File: src/rtl/seg_scan_ctrl_if.sv
// ---------------------------------------------------------------------------
// seg_scan_ctrl_if
// Host write channel for the eight-digit seven-segment scan controller.
//
// Signals:
//   data_in   [31:0]  eight hex nibbles, nibble i (bits 4i+3:4i) -> digit i
//   data_vld          host write strobe, only taken while data_rdy is high
//   data_rdy          controller can accept a write (shadow register empty)
//
// Modports:
//   master  host side (drives data_in / data_vld, watches data_rdy)
//   slave   controller side
// ---------------------------------------------------------------------------
interface seg_scan_ctrl_if;
   logic [31:0] data_in;
   logic        data_vld;
   logic        data_rdy;

   modport master (
      output data_in,
      output data_vld,
      input  data_rdy
   );

   modport slave (
      input  data_in,
      input  data_vld,
      output data_rdy
   );
endinterface

File: src/rtl/seg_scan_ctrl.sv
// ---------------------------------------------------------------------------
// seg_scan_ctrl
// Time-multiplexed driver for an eight-digit common-select seven-segment
// display. A host loads a 32-bit hex word into a shadow register; the word is
// moved into the display register only at the end of a full scan frame, so a
// frame never shows a mix of old and new digits. A debounced push-button
// toggles display blanking.
//
// Parameters:
//   SCAN_DIV  clock cycles each digit stays selected (2..65535)
//   DEB_CNT   synchronized-high cycles that qualify a button press (1..255)
//
// Ports:
//   clk       sole clock, rising edge
//   rst       synchronous reset, active low
//   btn       raw asynchronous push-button
//   host      write channel (data_in / data_vld / data_rdy), slave side
//   seg_data  registered segment pattern {dp,g,f,e,d,c,b,a}, active high
//   seg_sel   registered one-hot digit select, active high
// ---------------------------------------------------------------------------
module seg_scan_ctrl #(
   parameter int SCAN_DIV = 4,
   parameter int DEB_CNT  = 3
) (
   input  logic                  clk,
   input  logic                  rst,
   input  logic                  btn,
   seg_scan_ctrl_if.slave        host,
   output logic [7:0]            seg_data,
   output logic [7:0]            seg_sel
);

   localparam logic [15:0] DIV_LAST = 16'(SCAN_DIV - 1);
   localparam logic [7:0]  DEB_MAX  = 8'(DEB_CNT);
   localparam logic [7:0]  DEB_PRE  = 8'(DEB_CNT - 1);

   logic [15:0] div_cnt;
   logic [2:0]  digit_idx;
   logic [31:0] shadow;
   logic        shadow_full;
   logic [31:0] disp;
   logic [1:0]  btn_sync;
   logic [7:0]  deb_cnt;
   logic        blank;
   logic        div_wrap;
   logic        frame_end;
   logic        write_acc;
   logic [3:0]  cur_nibble;

   // Hex digit to {g,f,e,d,c,b,a}; lower-case b and d keep them distinct
   // from 8 and 0.
   function automatic logic [6:0] hex_decode(input logic [3:0] nib);
      logic [6:0] seg;
      case (nib)
         4'h0:    seg = 7'h3F;
         4'h1:    seg = 7'h06;
         4'h2:    seg = 7'h5B;
         4'h3:    seg = 7'h4F;
         4'h4:    seg = 7'h66;
         4'h5:    seg = 7'h6D;
         4'h6:    seg = 7'h7D;
         4'h7:    seg = 7'h07;
         4'h8:    seg = 7'h7F;
         4'h9:    seg = 7'h6F;
         4'hA:    seg = 7'h77;
         4'hB:    seg = 7'h7C;
         4'hC:    seg = 7'h39;
         4'hD:    seg = 7'h5E;
         4'hE:    seg = 7'h79;
         default: seg = 7'h71;
      endcase
      return seg;
   endfunction

   assign div_wrap      = (div_cnt == DIV_LAST);
   assign frame_end     = div_wrap && (digit_idx == 3'd7);
   assign host.data_rdy = ~shadow_full;
   assign write_acc     = host.data_vld && !shadow_full;
   assign cur_nibble    = disp[{digit_idx, 2'b00} +: 4];

   // Scan timing: the divider sets how long each digit is lit, and the
   // three-bit digit index wraps from 7 back to 0 on its own.
   always_ff @(posedge clk) begin
      if (!rst) begin
         div_cnt   <= '0;
         digit_idx <= '0;
      end else if (div_wrap) begin
         div_cnt   <= '0;
         digit_idx <= digit_idx + 3'd1;
      end else begin
         div_cnt   <= div_cnt + 16'd1;
      end
   end

   // Double buffering: a write can only land in an empty shadow, and a full
   // shadow can only drain at frame end. The two cases are mutually
   // exclusive, so a write taken on the frame-end cycle simply waits in the
   // shadow for the next frame end instead of reaching disp early.
   always_ff @(posedge clk) begin
      if (!rst) begin
         shadow      <= '0;
         shadow_full <= 1'b0;
         disp        <= '0;
      end else if (write_acc) begin
         shadow      <= host.data_in;
         shadow_full <= 1'b1;
      end else if (frame_end && shadow_full) begin
         disp        <= shadow;
         shadow_full <= 1'b0;
      end
   end

   // Button path: two flops tame metastability, then a saturating counter
   // needs DEB_CNT consecutive high samples. Blanking flips only on the
   // single edge where the counter reaches DEB_CNT, so holding the button
   // gives one toggle and short glitches give none.
   always_ff @(posedge clk) begin
      if (!rst) begin
         btn_sync <= '0;
         deb_cnt  <= '0;
         blank    <= 1'b0;
      end else begin
         btn_sync <= {btn_sync[0], btn};
         if (btn_sync[1]) begin
            if (deb_cnt != DEB_MAX) begin
               deb_cnt <= deb_cnt + 8'd1;
            end
            if (deb_cnt == DEB_PRE) begin
               blank <= ~blank;
            end
         end else begin
            deb_cnt <= '0;
         end
      end
   end

   // Output stage: registers the select and pattern for the current index,
   // so the pins trail the index by one cycle. Blanking only forces the
   // pins low; scanning and buffering keep running underneath.
   always_ff @(posedge clk) begin
      if (!rst) begin
         seg_sel  <= '0;
         seg_data <= '0;
      end else if (blank) begin
         seg_sel  <= '0;
         seg_data <= '0;
      end else begin
         seg_sel  <= 8'b0000_0001 << digit_idx;
         seg_data <= {1'b0, hex_decode(cur_nibble)};
      end
   end

endmodule

File: src/flat_wrapper.sv
// flat-port wrapper written by rule: the top's interface ports become plain ports
module seg_scan_ctrl_flat 
#(
   parameter int SCAN_DIV = 4,
   parameter int DEB_CNT  = 3
)
  (clk, rst, btn, seg_data, seg_sel, host_data_in, host_data_vld, host_data_rdy);
  seg_scan_ctrl_if host_i ();
  input  logic clk;
  input  logic rst;
  input  logic btn;
  output logic [7:0] seg_data;
  output logic [7:0] seg_sel;
  input wire logic [$bits(host_i.data_in)-1:0] host_data_in;
  input wire logic [$bits(host_i.data_vld)-1:0] host_data_vld;
  output wire logic [$bits(host_i.data_rdy)-1:0] host_data_rdy;
  assign host_i.data_in = host_data_in;
  assign host_i.data_vld = host_data_vld;
  assign host_data_rdy = host_i.data_rdy;
  seg_scan_ctrl #(.SCAN_DIV(SCAN_DIV), .DEB_CNT(DEB_CNT)) u_core (.clk(clk), .rst(rst), .btn(btn), .host(host_i), .seg_data(seg_data), .seg_sel(seg_sel));
endmodule
File: config.mk
export PLATFORM = sky130hd
export DESIGN_NAME = seg_scan_ctrl_flat
export DESIGN_NICKNAME = d
export VERILOG_FILES = /design/src/rtl/seg_scan_ctrl_if.sv /design/src/rtl/seg_scan_ctrl.sv /design/src/flat_wrapper.sv
export SDC_FILE = /design/constraint.sdc
export NUM_CORES = 1
export LEC_CHECK = 0
export ABC_AREA = 1
export CAP_MARGIN = 20
export CORE_MARGIN = 8
export CORE_UTILIZATION = 50
export DETAILED_ROUTE_END_ITERATION = 8
export MAX_ROUTING_LAYER = met4
export PLACE_DENSITY = 0.75
export SYNTH_ARGS = -nofsm -noshare
export SYNTH_HDL_FRONTEND = slang
export SYNTH_SLANG_ARGS = --single-unit
File: constraint.sdc
create_clock -name clk -period 1.9 [get_ports clk]
set_clock_uncertainty 0.05 [all_clocks]
set_input_delay 0.475 -clock clk [delete_from_list [all_inputs] [get_ports clk]]
set_output_delay 0.475 -clock clk [all_outputs]
set_load 0.01 [all_outputs]
# Yosys cells after proc, flatten, opt, wreduce, memory -nomap -nowiden
# Memory sizes are Yosys's and may differ from the RTL's. A register that Yosys moved wholly into a read port is not among the register bits.
# Index checks and enable logic that the tools add are counted.
[totals]
regBits = 104
mem_bits_ro = 112
in_bits = 36
out_inout_bits = 17
wordCells = 36
memories = 1
[op_classes]
addsub = 3
n_eq_ne = 4
shift = 2
muxes = 2
n_bitwise = 4
n_reduce_logical = 10
[memory_table]
columns = ["memory", "words", "width", "rd", "rd_clocked_by_memory_dff", "write_ports", "line_no", "source"]
rows = [
  ["(no name shown)", 16, 7, 1, 1, 0, "seg_scan_ctrl.sv:54", "case (nib)"],
]
[ops]
columns = ["operator", "n"]
rows = [
  ["32-bit by 6-bit variable part select with 4-bit output", 1],
  ["16-bit by 1-bit adder with 16-bit output (second input constant)", 1],
  ["16-bit by 2-bit == test with 1-bit output (second input constant)", 1],
  ["8-bit by 1-bit adder with 8-bit output (second input constant)", 1],
  ["8-bit by 2-bit == test with 1-bit output (second input constant)", 1],
  ["8-bit by 2-bit inequality test with 1-bit output (second input constant)", 1],
  ["1-bit by 3-bit left shift with 8-bit output (first input constant)", 1],
  ["2-bit AND reduction", 3],
  ["1-bit NOT", 4],
  ["2-bit OR reduction", 2],
  ["3-bit by 1-bit adder with 3-bit output (second input constant)", 1],
  ["3-bit == test (second input constant)", 1],
  ["1-bit logical AND", 3],
  ["1-bit 2-to-1 mux", 2],
  ["2-bit nonzero test", 1],
  ["1-bit zero test", 1],
]

# Logic depth before layout (Yosys ltp)
# Gate-level depths: netlist (run 1).
[depth]
ltp_word = 5
mapped_depth = 14
mapped_depth_nobuf = 12

# Worst setup path before layout (run 1)
# OpenSTA, ideal clock, no wires.
[synth_timing]
kind = "reg2reg"
startpoint = "register u_core.digit_idx[0]"
endpoint = "register u_core.seg_data[5]"
t_arrival_ps = 1643
t_required_ps = 1780
setup_slack_ps = 137
stages_incl_launch_ff = 15
n_path_buf = 2
period_less_slack_ps = 1763
path_cell_list = "dfxtp_1 > buf_6 > inv_4 > buf_6 > nand2_1 > nand3_1 > nand2_1 > o21ai_2 > inv_1 > ha_1 > inv_1 > nand2_2 > nand2_1 > nand2_1 > a21oi_1"
[synth_between]
elab_chain_cells = 1
[synth_rtl]
columns = ["element", "line_no", "source"]
rows = [
  ["start, declared", "seg_scan_ctrl.sv:38", "logic [2:0] digit_idx;"],
  ["start signal, assigned", "seg_scan_ctrl.sv:89", "digit_idx <= digit_idx + 3'd1;"],
  ["32-bit by 6-bit variable part select with 4-bit output", "seg_scan_ctrl.sv:79", "assign cur_nibble = disp[{digit_idx, 2'b00} +: 4];"],
  ["end, declared", "seg_scan_ctrl.sv:29", "output logic [7:0] seg_data,"],
]
# Every way passes these cells.
# A chain may end at the register's enable or synchronous reset.

# Worst setup path after layout (run 1)
[layout_timing]
startpoint = "register u_core.shadow_full"
endpoint = "output host_data_rdy"
[layout_between]
elab_chain_cells = 1
[layout_rtl]
columns = ["element", "line_no", "source"]
rows = [
  ["start, declared", "seg_scan_ctrl.sv:40", "logic shadow_full;"],
  ["start signal, assigned", "seg_scan_ctrl.sv:102", "shadow_full <= 1'b0;"],
  ["start signal, assigned", "seg_scan_ctrl.sv:106", "shadow_full <= 1'b1;"],
  ["start signal, assigned", "seg_scan_ctrl.sv:109", "shadow_full <= 1'b0;"],
  ["1-bit NOT", "seg_scan_ctrl.sv:77", "assign host.data_rdy = ~shadow_full;"],
  ["end, declared", "flat_wrapper.sv:16", "output wire logic [$bits(host_i.data_rdy)-1:0] host_data_rdy;"],
]
# Every way passes these cells.

==> results.tsv, run 1 <==
metric	value	unit
status	finished, final reports clean	
drtIter0Drc	263	
pwr-share-clk	28.9	%
dieArea	13070	µm²
endpoint_kind	output pin	
fmax	548.1	MHz
fin_cells	868	
final_nets	781	
routed-via-count	4083	
avgSynthCellArea	7.110	µm²
diodes	0	
gr-total-overflow	0	
arrival	1.30	ns
pre_cts_slack	0.02619	ns
io_pins	53	
port_buffers	51	
dp.cells	851	
antenna_found_initial	0	
vias_per_cell	4.704	
syn_area	4835	µm²
path_max_fanout	2	
seq_area_frac_synth	45.55	%
area_delta_synth_final	16.59	%
synth-seq-cells	110	
rr_startpoint	u_core.digit_idx[1]	
clock-sinks	110	
finalHoldViolCount	0	
first_pass_iters	5	
setup_viol	0	
place.gp.congestion	0.8852	
ys_warn_count	0	
min_to	u_core.btn_sync[1]	
maxCapViolations	0	
power_frac_seq	58.2	%
ys.flop_type	dfxtp_1	
routed_wl	9651	µm
die_width	114.3	µm
cpPeakStageDelay	0.53	ns
setup_ws	0.07538	ns
grt_max_degree	66	
wl_per_cell	11.12	µm
yosysTopAreaCell	dfxtp_1	
antenna_left	0	
cts_tree	done	
crit_type	flop to output pin	
synthCells	680	
hp-class	flop to flop	
r2r_cells	10	
cts.hold.buffers_added	0	
power.density	747.9	nW/µm²
r2r_setup_slack	0.16	ns
die_h	114.3	µm
cts.clk_slew.worst_paths	0.10	ns
grt_pass1_vias	3919	
dp_hpwl	7059	µm
cellLeakagePower	2.608	nW
synthArstFlopShare	0	%
cp.required	1.37	ns
critPathSlowestCell	clkdlybuf4s50_1	
drive_gt1_share	7.347	%
synth_nets	731	
yosysUniqueCellTypes	34	
initial_utilization	50.39	%
synthTopCellsByArea	dfxtp_1 46%, nor2_1 13%, nand2_1 11%	
internal_power	3.131	mW
htreeDepth	3	
combPwrFrac	12.8	%
vdd_drop_max	362.2	µV
critical_path.cell_chain	inv_1 -> clkdlybuf4s50_1	
power_switching	1.084	mW
final_core_util	58.75	%
rsz0062_at_grt	false	
rows	36	
yosys.area.top_type_share	45.55	%
switching_share	25.72	%
grt_use_total	16.08	%
clockBufferDepth	2	
clk_latency	0.36	ns
cts-root-buf	clkbuf_8	
hold_start	u_core.btn_sync[0]	
drc	0	
hold_depth	2	
grt_pass1_wl	17100	µm
layout_commonest_cell	nor2_1	
cp-start-kind	flop	
numCtsBuffers	9	
tns	0	ns
synth_edf_count	0	
mostFrequentLayoutCells	170 x nor2_1, 135 x nand2_1, 109 x dfxtp_1	
final-max-slew-violation-count	0	
coreArea	9594	µm²
reg2reg_to	u_core.seg_data[1]	
finalCriticalPeriod	1.825	ns
fin_crit_sh	96.03	%
==> critical path, delay by kind of cell, from the launching register on <==
kind | cells | cell delay (ns)
buffers and inverters | 2 | 0.60
DFF | 1 | 0.35
==> sequential cells by signal (all words and copies together), names as in the netlist, 2 cells and up <==
| signal | flops |
|---|---|
| u_core.disp | 32 |
| u_core.shadow | 32 |
| u_core.div_cnt | 16 |
| u_core.deb_cnt | 8 |
| u_core.seg_sel | 8 |
| u_core.seg_data | 7 |
| u_core.digit_idx | 3 |
| u_core.btn_sync | 2 |
==> cell usage after synthesis, types with 6 or more instances <==
cell type / number
nor2_1: 170
nand2_1: 136
dfxtp_1: 110
inv_1: 74
o21ai_0: 42
nand3_1: 34
a21oi_1: 19
ha_1: 15
clkbuf_1: 9
nand4_1: 8
buf_2: 6
buf_6: 6
nand2_2: 6
xor2_1: 6
==> per-stage QoR <==
stage	total power, mW	hold slack [ns]	cell area [µm²]
after global routing	4.423	0.4029	5637
after global placement	3.023	0.3492	5454
final	4.216	0.3759	5637
after detailed placement	3.037	0.3525	5454
after CTS	4.225	0.3761	5613
after floorplan	2.815	0.3405	4835
==> layout make-up <==
class                   count  area [µm²]
clock inverters             4       23.77
flip-flops and latches    110        2206
multi-input cells         464        2162
inverters                  78       297.8
fillers                   909        3958
repair buffers             67       645.6
well taps                 133       166.4
clock buffers              12       135.1
==> cells by family after synthesis <==
logic type / after synthesis / share of synthesized area (%)
buffers and inverters: 106 / 9.783
adders and majority gates: 15 / 3.882
AOI/OAI and AO/OA: 69 / 7.531
xor gates and xnor gates: 7 / 1.268
other: 1 / 0.07757
DFF: 110 / 45.55
and+or+nand+nor: 372 / 31.91
==> power by group through the flow <==
| stage | Combinational (mW) | Clock [mW] | Sequential, mW |
|---|---|---|---|
| 2_1_floorplan | 0.305 | 0 | 2.51 |
| 6_report | 0.541 | 1.22 | 2.46 |
| 3_3_place_gp | 0.517 | 0 | 2.51 |
| 3_5_place_dp | 0.530 | 0 | 2.51 |
| 4_1_cts | 0.532 | 1.24 | 2.45 |
| 5_1_grt | 0.614 | 1.34 | 2.47 |
==> worst max path at each step <==
stage | start | to | slack [ns] | cells past startpoint
floorplan | u_core.digit_idx[0] | u_core.seg_data[5] | 0.14 | 14
global placement | host_data_vld | u_core.shadow[31] | 0.13 | 7
detailed placement | u_core.digit_idx[0] | u_core.seg_data[1] | 0.03 | 10
CTS | u_core.digit_idx[0] | u_core.seg_data[1] | 0.02 | 10
global route | u_core.digit_idx[1] | u_core.seg_data[6] | 0.002 | 12
finish | u_core.shadow_full | host_data_rdy | 0.08 | 2
==> repair_timing <==
action,CTS,global route
endpoints found under the setup margin,0,7
buffers inserted,0,1
gates resized for setup,0,9
==> layer usage <==
metal | GRT usage, % | share of wire [%] | vias to the layer above
li1 | - | - | 2187
met1 | 20.27 | 51 | 1804
met2 | 24.96 | 44 | 80
met3 | 3.323 | 4.0 | 12
met4 | 5.856 | 1.4 | 0
met5 | - | 0 | -
Power figures use the tool's default switching activity.
==> inputs of run 2 (changes only) <==
Settings changed: RECOVER_POWER set to 50.
==> results.tsv, run 2 (synthesized netlist as in run 1, its figures left out) <==
metric	value	unit
status	finished, final reports clean	
area_delta_synth_final	16.43	%
port_buffers	51	
mostFrequentLayoutCells	170 x nor2_1, 135 x nand2_1, 109 x dfxtp_1	
power_switching	1.079	mW
fin_crit_sh	96.10	%
tns	0	ns
dieArea	13070	µm²
cp.required	1.37	ns
die_h	114.3	µm
grt_pass1_wl	17100	µm
first_pass_iters	5	
cpPeakStageDelay	0.53	ns
met2_usage	24.96	%
place_area	5454	µm²
switching_share	25.69	%
cts-root-buf	clkbuf_8	
initial_utilization	50.39	%
finalHoldViolCount	0	
pwr-share-clk	28.9	%
routed_wl	9618	µm
vias_per_cell	4.697	
hp-class	flop to flop	
drc	0	
globalRouteMet3Util	3.323	%
internal_power	3.123	mW
clockBufferDepth	2	
finalCriticalPeriod	1.826	ns
cts.clk_slew.worst_paths	0.10	ns
vdd_drop_max	362.1	µV
drive_gt1_share	7.075	%
fmax	547.7	MHz
diodes	0	
fillers	910	
gr-total-overflow	0	
clk_latency	0.36	ns
power.density	746.5	nW/µm²
endpoint_kind	output pin	
coreArea	9594	µm²
busiest_layer	met2	
grt_use_total	16.08	%
arrival	1.30	ns
met1_usage	20.27	%
combPwrFrac	12.7	%
power_frac_seq	58.4	%
rsz0062_at_grt	false	
io_pins	53	
whs	0.3757	ns
numCtsBuffers	9	
final_cell_area	5629	µm²
die_width	114.3	µm
grt_max_degree	66	
dp_hpwl	7059	µm
grt_pass1_vias	3919	
drtIter0Drc	258	
layout_commonest_cell	nor2_1	
routed-via-count	4077	
crit_type	flop to output pin	
final_nets	781	
final-max-slew-violation-count	0	
rows	36	
cellLeakagePower	2.617	nW
top_regs	u_core.disp: 32 flops, u_core.shadow: 32 flops, u_core.div_cnt: 16 flops	
htreeDepth	3	
final_core_util	58.67	%
antenna_left	0	
setup_viol	0	
critPathSlowestCell	clkdlybuf4s50_1	
clock-sinks	110	
critical_path.cell_chain	inv_1 -> clkdlybuf4s50_1	
path_max_fanout	2	
cp-start-kind	flop	
place.gp.congestion	0.8852	
maxCapViolations	0	
cts_tree	done	
antenna_found_initial	0	
wl_per_cell	11.08	µm
==> run 2: cell count changes in the layout (fill, tap and decap cells not counted) <==
cell / previous run / this run
buf_4: 13 / 11
clkbuf_1: 3 / 5
clkdlybuf4s50_1: 50 / 42
dlygate4sd3_1: 0 / 8
clkbuf_2: 0 / 1
buf_2: 1 / 0
==> run 2: metal layers <==
layer  routed length, µm  part of all wire [%]
met1                4875                    51
met2                4209                    44
met3                 395                   4.1
met4                 138                   1.4
met5                   0                     0
==> run 2: worst max-delay path: cells and delay by family, from the launching register on <==
family	cells	cell delay (ns)
buf+inv	2	0.60
flops	1	0.35
==> run 2: path summary, 6_finish.rpt <==
check | startpoint | slack [ns] | depth (start not counted) | end
hold reg to reg | u_core.btn_sync[0] | 0.38 | 2 | u_core.btn_sync[1]
hold / removal | u_core.btn_sync[0] | 0.38 | 2 | u_core.btn_sync[1]
setup reg to reg | u_core.digit_idx[0] | 0.15 | 9 | u_core.seg_data[1]
setup / recovery | u_core.shadow_full | 0.07 | 2 | host_data_rdy
==> run 2: what timing repair did <==
action                     in CTS  in global routing
setup buffers                   0                  1
setup endpoints to repair       0                  7
hold endpoints to repair        0                  0
resized for setup               0                  9
hold buffers                    0                  0
==> run 2: layout make-up <==
class,instances,area [µm²],area share (%)
multi-input combinational,464,2162,38.41
inverter,78,297.8,5.290
clock buffer,12,135.1,2.401
sequential,110,2206,39.19
timing repair buffer,67,638.1,11.34
clock inverter,4,23.77,0.4223
tap,133,166.4,2.956
==> run 2: metrics by stage <==
stage | std cells | power [mW] | worst slack, ns
6_report | 868 | 4.202 | 0.07417
5_1_grt | 868 | 4.414 | 0.002108
4_1_cts | 867 | 4.225 | 0.01568
3_5_place_dp | 851 | 3.037 | 0.02619
3_3_place_gp | 851 | 3.023 | 0.1335
2_1_floorplan | 680 | 2.815 | 0.1367
==> run 2: power groups by stage <==
stage	combinational, mW	sequential, mW	clock (mW)
2_1_floorplan	0.305	2.51	0
3_3_place_gp	0.517	2.51	0
3_5_place_dp	0.530	2.51	0
4_1_cts	0.532	2.45	1.24
5_1_grt	0.605	2.47	1.34
6_report	0.532	2.45	1.22
==> inputs of run 3 (changes only) <==
Settings changed: MAX_ROUTING_LAYER met4 to unset.
Clock period 1.9 ns to 1.5 ns, I/O delays scaled along.
==> results.tsv, run 3 (synthesized netlist as in run 1, its figures left out) <==
metric	value	unit
status	finished, violations left	
violations	negative setup slack	
cts.clk_slew.worst_paths	0.10	ns
switching_share	25.51	%
place.gp.congestion	0.8439	
final_nets	812	
finalHoldViolCount	0	
cp.required	1.77	ns
vdd_drop_max	624.5	µV
drive_gt1_share	21.15	%
worst_slew_pin_slew	0.6131	ns
drc	0	
combPwrFrac	14.7	%
critPathSlowestCell	dfxtp_4	
regArea	2215	µm²
cts_tree	done	
area_delta_synth_final	33.77	%
rr_startpoint	u_core.digit_idx[0]	
endpoint_kind	flop	
gr-total-overflow	0	
die_width	114.3	µm
dp.cells	866	
finalCriticalPeriod	1.836	ns
fin_cells	899	
wl_per_cell	13.48	µm
mostFrequentLayoutCells	143 x nor2_1, 128 x nand2_1, 104 x dfxtp_1	
coreArea	9594	µm²
power_switching	1.569	mW
die_h	114.3	µm
rsz0062_at_grt	true	
maxCapViolations	0	
cts-root-buf	clkbuf_8	
cellLeakagePower	2.951	nW
path_buf_inv	3	
pwr-share-clk	34.5	%
multiInputGateArea	2542	µm²
pre_cts_slack	-0.2650	ns
first_pass_iters	5	
drtIter0Drc	301	
antenna_left	0	
grt_use_total	17.66	%
internal_power	4.582	mW
htreeDepth	3	
layout_commonest_cell	nor2_1	
cp-startpoint	u_core.digit_idx[0]	
antenna_found_initial	0	
dp_hpwl	7067	µm
power.density	951.1	nW/µm²
fin_crit_sh	122.4	%
clock-sinks	110	
grt_pass1_wl	18920	µm
setup_ws	-0.3361	ns
arrival	2.11	ns
grt_pass1_vias	4231	
cts.hold.buffers_added	0	
final-max-slew-violation-count	0	
numCtsBuffers	9	
routed-via-count	4443	
crit_type	flop to flop	
grt_max_degree	68	
power_frac_seq	50.8	%
dieArea	13070	µm²
rows	36	
top_regs	u_core.disp: 32 flops, u_core.shadow: 32 flops, u_core.div_cnt: 16 flops	
cpPeakStageDelay	0.44	ns
fmax	544.6	MHz
clockBufferDepth	2	
hold_start	rst	
critical_path.cell_chain	buf_12 -> nand2_4 -> nand3_2 -> nand2_2 -> o21ai_4 -> inv_4 -> ha_4 -> inv_2 -> nand2_2 -> nand2_1 -> nand2_1 -> a21oi_2	
io_pins	53	
vias_per_cell	4.942	
relSlewSlack	59.13	%
setup_viol	46	
path_delay_family	flip-flops	
initial_utilization	50.39	%
hp-class	input pin to flop	
diodes	0	
cp-start-kind	flop	
routed_wl	12120	µm
fillers	772	
clk_latency	0.38	ns
port_buffers	51	
path_max_fanout	7	
run 3: cell count changes in the layout (fill, tap and decap cells not counted), moves of 9 or more:
cell,before,now
dlygate4sd2_1,0,15
nand3_1,34,25
buf_4,11,30
nor2_1,170,143
nor2_2,3,24
run 3: final timing paths:
kind	endpoint	cells after the start	slack, ns
setup / recovery	u_core.seg_data[5]	12	-0.34
hold reg to reg	u_core.btn_sync[1]	2	0.37
setup reg to reg	u_core.seg_data[5]	12	-0.34
hold / removal	u_core.div_cnt[13]	3	0.32
run 3: power groups by stage:
stage | clock network [mW] | logic [mW] | registers, mW
floorplan | 0 | 0.401 | 3.18
global placement | 0 | 0.711 | 3.17
detailed placement | 0 | 0.732 | 3.18
CTS | 2.14 | 0.803 | 3.12
global route | 2.28 | 0.996 | 3.14
finish | 2.12 | 0.905 | 3.13
run 3: stage by stage:
stage | power (mW) | hold slack [ns] | utilization (%) | setup TNS (ns) | cell area, µm²
after CTS | 6.064 | 0.2961 | 64.57 | -5.056 | 6195
after floorplan | 3.581 | 0.3405 | - | -1.171 | 4866
after global placement | 3.885 | 0.3538 | 58.74 | -10.19 | 5635
after detailed placement | 3.907 | 0.3538 | 58.74 | -12.06 | 5635
final | 6.151 | 0.3174 | 67.41 | -7.809 | 6467
after global routing | 6.417 | 0.3079 | 67.41 | -12.46 | 6467
run 3: area by class of cell:
type | count | area share (%)
multi-input cells | 464 | 39.31
flip-flops and latches | 110 | 34.24
repair buffers | 98 | 15.34
inverters | 78 | 4.759
well taps | 133 | 2.573
clock buffers | 9 | 1.915
clock inverters | 7 | 1.857
run 3: repair_timing:
| item | 4_1_cts | 5_1_grt |
|---|---|---|
| buffers inserted | 8 | 5 |
| endpoints found under the setup margin | 70 | 60 |
| pin swaps | 15 | 19 |
| gates resized for setup | 69 | 61 |
| cloned | 3 | 1 |
run 3: worst reg2reg max path: stages (launching register included):
cell     delay (ns)
dfxtp_4        0.44
buf_12         0.16
nand2_4        0.05
nand3_2        0.06
nand2_2        0.07
o21ai_4        0.28
inv_4          0.09
ha_4           0.19
inv_2          0.06
nand2_2        0.08
nand2_1        0.08
nand2_1        0.06
a21oi_2        0.13
run 3: metal layers:
layer  wire length [µm]  GRT usage (%)  share of wire [%]
met5                  0              0                  0
met1               5331          20.66                 44
met2               5896          29.61                 49
met4                320          8.252                2.6
met3                565          4.536                4.7
